[src/rtl/cmd_interp.sv]
// cmd_interp: ASCII infix parser turning "<A><op><B>=" strobes into ALU operands, opcode and a rdy pulse.
module cmd_interp (
    input  logic       clk,
    input  logic       rst,
    input  logic       strt,
    input  logic [7:0] data,
    output logic [7:0] op_A,
    output logic [7:0] op_B,
    output logic [3:0] cmd,
    output logic [7:0] debug,
    output logic       rdy
);
    typedef enum logic [1:0] {GET_A, GET_B, DONE} state_t;
    state_t     state, state_n;
    logic       b_flag, b_flag_n, rdy_n;
    logic [7:0] a_n, b_n;
    logic [3:0] cmd_n, code;
    logic       is_digit, is_op, is_eq, is_clr;
    always_comb begin
        case (data)
            8'h2B:   code = 4'd1;
            8'h2D:   code = 4'd2;
            8'h2A:   code = 4'd3;
            8'h2F:   code = 4'd4;
            8'h25:   code = 4'd5;
            8'h26:   code = 4'd6;
            8'h7C:   code = 4'd7;
            8'h5E:   code = 4'd8;
            8'h3C:   code = 4'd9;
            8'h3E:   code = 4'd10;
            default: code = 4'd0;
        endcase
    end
    assign is_digit = data >= 8'h30 && data <= 8'h39;
    assign is_op    = code != 4'd0;
    assign is_eq    = data == 8'h3D;
    assign is_clr   = data == 8'h21;
    always_comb begin
        state_n  = state;
        a_n      = op_A;
        b_n      = op_B;
        cmd_n    = cmd;
        b_flag_n = b_flag;
        rdy_n    = 1'b0;
        if (strt) begin
            if (is_clr) begin
                a_n     = 8'd0;
                b_n     = 8'd0;
                cmd_n   = 4'd0;
                state_n = GET_A;
            end else begin
                case (state)
                    GET_A: begin
                        if (is_digit)
                            a_n = 8'(({4'd0, op_A} * 12'd10) + {8'd0, data[3:0]});
                        else if (is_op) begin
                            cmd_n    = code;
                            b_n      = 8'd0;
                            b_flag_n = 1'b0;
                            state_n  = GET_B;
                        end
                    end
                    GET_B: begin
                        if (is_digit) begin
                            b_n      = 8'(({4'd0, op_B} * 12'd10) + {8'd0, data[3:0]});
                            b_flag_n = 1'b1;
                        end else if (is_op && !b_flag)
                            cmd_n = code;
                        else if (is_eq) begin
                            rdy_n   = 1'b1;
                            state_n = DONE;
                        end
                    end
                    DONE: begin
                        if (is_digit) begin
                            a_n     = {4'd0, data[3:0]};
                            b_n     = 8'd0;
                            cmd_n   = 4'd0;
                            state_n = GET_A;
                        end else if (is_op) begin
                            cmd_n    = code;
                            b_n      = 8'd0;
                            b_flag_n = 1'b0;
                            state_n  = GET_B;
                        end
                    end
                    default: state_n = GET_A;
                endcase
            end
        end
    end
    always_ff @(posedge clk or posedge rst) begin
        if (rst) begin
            state  <= GET_A;
            b_flag <= 1'b0;
            op_A   <= 8'd0;
            op_B   <= 8'd0;
            cmd    <= 4'd0;
            debug  <= 8'd0;
            rdy    <= 1'b0;
        end else begin
            state  <= state_n;
            b_flag <= b_flag_n;
            op_A   <= a_n;
            op_B   <= b_n;
            cmd    <= cmd_n;
            rdy    <= rdy_n;
            if (strt) debug <= data;
        end
    end
endmodule

[config.mk]
export PLATFORM = sky130hd
export DESIGN_NAME = cmd_interp
export DESIGN_NICKNAME = d
export VERILOG_FILES = /design/src/rtl/cmd_interp.sv
export SDC_FILE = /design/constraint.sdc
export NUM_CORES = 1
export LEC_CHECK = 0
export CORE_UTILIZATION = 50
export CTS_BUF_LIST = sky130_fd_sc_hd__clkbuf_8
export DETAILED_ROUTE_END_ITERATION = 10
export PLACE_DENSITY = 0.76
export SLEW_MARGIN = 30
export SYNTH_ARGS = -nofsm -noshare
export SYNTH_HDL_FRONTEND = slang
export SYNTH_SLANG_ARGS = --single-unit
[constraint.sdc]
create_clock -name clk -period 2.9 [get_ports clk]
set_input_delay 0.58 -clock clk [delete_from_list [all_inputs] [get_ports clk]]
set_output_delay 0.58 -clock clk [all_outputs]
set_load 0.02 [all_outputs]
==> flow_metrics.env <==
export IMPL_status="finished, final reports clean"
export IMPL_drtAntennaViolNets=0
export IMPL_drt_iter0_drc=95
export IMPL_ys_warn_count=0
export IMPL_cp_top_family="compound AO/OA/AOI/OAI gates"
export IMPL_period_needed_ps=2660
export IMPL_die_h_um=72.0
export IMPL_max_stage_delay_ps=550
export IMPL_grt_max_degree=33
export IMPL_fmax_mhz=376
export IMPL_cts_root_buf="clkbuf_8"
export IMPL_ff2ff_path_depth=7
export IMPL_cts_path_max_buffers=2
export IMPL_synthCells=241
export IMPL_crit_cells=6
export IMPL_ys_types=57
export IMPL_fin_total_pwr_uw=1970
export IMPL_path_clk_slew_ps=70
export IMPL_synth_seq_cells=32
export IMPL_rows=25
export IMPL_path_class="in2reg"
export IMPL_vias=2049
export IMPL_cp_num_buf_inv=1
export IMPL_critical_path_arrival_ps=2830
export IMPL_cts_setup_buffers=0
export IMPL_synthArstFlopShare_pct=100
export IMPL_rsz0062_at_grt="no"
export IMPL_synth_top_flop_cell="dfrtp_1"
export IMPL_timing_slew_headroom_pct=49.3
export IMPL_drc=0
export IMPL_dr_pass1_iters=4
export IMPL_hpwl_mm=4.12
export IMPL_grt_pass1_vias=1925
export IMPL_overflow=0
export IMPL_cp_required_ps=3070
export IMPL_tightest_slew_ps=754
export IMPL_tritoncts="done"
export IMPL_insertion_delay_ps=290
export IMPL_synthesis_nets=280
export IMPL_synth_edff_count=0
export IMPL_layout_commonest_cell="clkdlybuf4s50_1"
export IMPL_synthToLayoutAreaGrowth_pct=26.2
export IMPL_die_w_um=72.0
export IMPL_layout_cells_non_filler=363
export IMPL_cap_violations=0
export IMPL_syn_area_mm2=0.00245
export IMPL_start_util_pct=51.9
export IMPL_cts_resized=0
export IMPL_num_antenna_cells=0
export IMPL_drive_gt1_share_pct=13.5
export IMPL_hold_depth=2
export IMPL_setup_viol=0
export IMPL_path_max_fanout=8
export IMPL_ctsHoldBuffers=0
export IMPL_cts_made_buffers=5
export IMPL_avgSynthCellArea_um2=10.2
export IMPL_powerDensity_mw_per_mm2=638
export IMPL_drt_vias_per_instance=5.64
export IMPL_numPortBuffers=39
export IMPL_htreeDepth=2
export IMPL_seq_area_frac_synth_pct=32.7
export IMPL_p_leak_uw=0.00140
export IMPL_grt_pass1_wl_mm=9.21
export IMPL_globalplace_congestion=0.989
export IMPL_fp_dieArea_mm2=0.00518
export IMPL_slowest_stage="a2111oi_0"
export IMPL_final_cell_mix="clkdlybuf4s50_1 (39), dfrtp_1 (32), ha_1 (24), nand2_1 (20), buf_4 (19)"
export IMPL_nets=334
export IMPL_hold_path_class="reg2reg"
export IMPL_drv_slew=0
export IMPL_dp_cells=355
export IMPL_period_share_pct=91.7
export IMPL_clock_sinks=32
export IMPL_grt_util_all_layers_pct=22.9
export IMPL_wl_mm=5.40
export IMPL_fin_skew_ps=5.64
export IMPL_endpoint_kind="flip-flop"
export IMPL_crit_chain="clkdlybuf4s50_1, nand4bb_1, a2111oi_0, nor3_1, a311o_1, a22o_1"
export IMPL_start_kind="primary input"
export IMPL_coreArea_mm2=0.00472
export IMPL_antenna_found_initial=0
export IMPL_peakVddDrop_mv=0.386
export IMPL_num_io_pins=40
export IMPL_hold_violations=0
export IMPL_wire_per_inst_um=14.9
==> cell usage after synthesis (2+ instances only) <==
master | number | area (um^2)
xnor2_1 | 15 | 131
a311o_1 | 2 | 20.0
nor2_1 | 9 | 33.8
dfrtp_1 | 32 | 801
a211oi_2 | 2 | 25.0
nand4b_1 | 2 | 17.5
o31ai_1 | 8 | 60.1
or3b_1 | 2 | 17.5
nand3b_1 | 2 | 15.0
a22o_1 | 14 | 123
nor2b_1 | 4 | 25.0
nor3_1 | 4 | 20.0
o2111ai_1 | 2 | 17.5
nand2b_1 | 2 | 12.5
o21ai_0 | 5 | 25.0
nor3b_1 | 2 | 15.0
mux2_2 | 7 | 78.8
o211ai_1 | 2 | 15.0
a21oi_1 | 10 | 50.1
buf_6 | 2 | 22.5
inv_1 | 11 | 41.3
buf_2 | 4 | 20.0
a211oi_1 | 3 | 22.5
nand4_1 | 2 | 12.5
a31oi_1 | 2 | 12.5
ha_1 | 24 | 300
o32a_1 | 2 | 20.0
a21o_1 | 5 | 37.5
nand2_1 | 20 | 75.1
xor2_1 | 5 | 43.8
fa_1 | 4 | 80.1
o21ai_1 | 3 | 15.0
clkbuf_1 | 3 | 11.3
nand3_1 | 2 | 10.0
==> per-stage QoR <==
step                util [%]  setup TNS (ps)  setup WS, ps  hold WS [ps]  cell area, um^2
global placement        63.5            -333         -42.3           466             3000
global route            65.5               0           195           520             3090
floorplan                  -               0           600           516             2450
CTS                     65.5               0           291           486             3090
finish                  65.5               0           241           477             3090
detailed placement      63.5               0          2.72           470             3000
==> final cells by class <==
type | count | area (um^2)
Fill cell | 402 | 1630
Multi-Input combinational cell | 187 | 1540
Timing Repair Buffer | 58 | 533
Tap cell | 67 | 83.8
Sequential cell | 32 | 801
Clock buffer | 6 | 82.6
Clock inverter | 2 | 7.51
Inverter | 11 | 41.3
==> sequential cells by signal (all words and copies together) (netlist names) <==
name / flops
b_flag: 1
cmd: 4
debug: 8
op_A: 8
op_B: 8
rdy: 1
state: 2
==> worst register-to-register path: cells and delay by family (launching register included) <==
kind,cells,cell delay (ps)
compound gates,3,1230
simple gates,1,90
buf+inv,2,230
flops,1,410
fa+ha+maj,1,410
==> per-layer routing <==
metal	vias up	part of all wire, %	GRT usage (%)
li1	1003	-	-
met1	988	49	33.4
met2	50	46	34.6
met3	8	3.8	3.75
met4	0	1.5	7.84
met5	-	0	0
==> where the power goes <==
group          switching, uW  internal (uW)
registers               73.8            521
clock network            163            186
logic                    559            470
total                    796           1180
==> final timing paths <==
kind / slack, ps / end / from
max in group asynchronous: 1920 / debug[5] / rst
max reg2reg: 420 / op_B[4] / state[0]
min: 480 / op_A[7] / op_A[7]
max: 240 / op_B[4] / data[7]
min in group asynchronous: 690 / op_A[3] / rst
min reg2reg: 480 / op_A[7] / op_A[7]
==> cells by family (layout without fill, tap and decap cells) <==
logic type	count (synthesis)	in the layout	share of synthesized area, %
buffers and inverters	22	77	4.34
XOR/XNOR	20	20	7.15
multiplexers	8	8	3.63
flip-flops	32	32	32.7
adder cells (fa/ha/maj)	28	28	15.5
AND/OR/NAND/NOR	62	62	15.4
AO/OA/AOI/OAI	69	69	21.2
(Power assumes the default switching activity.)
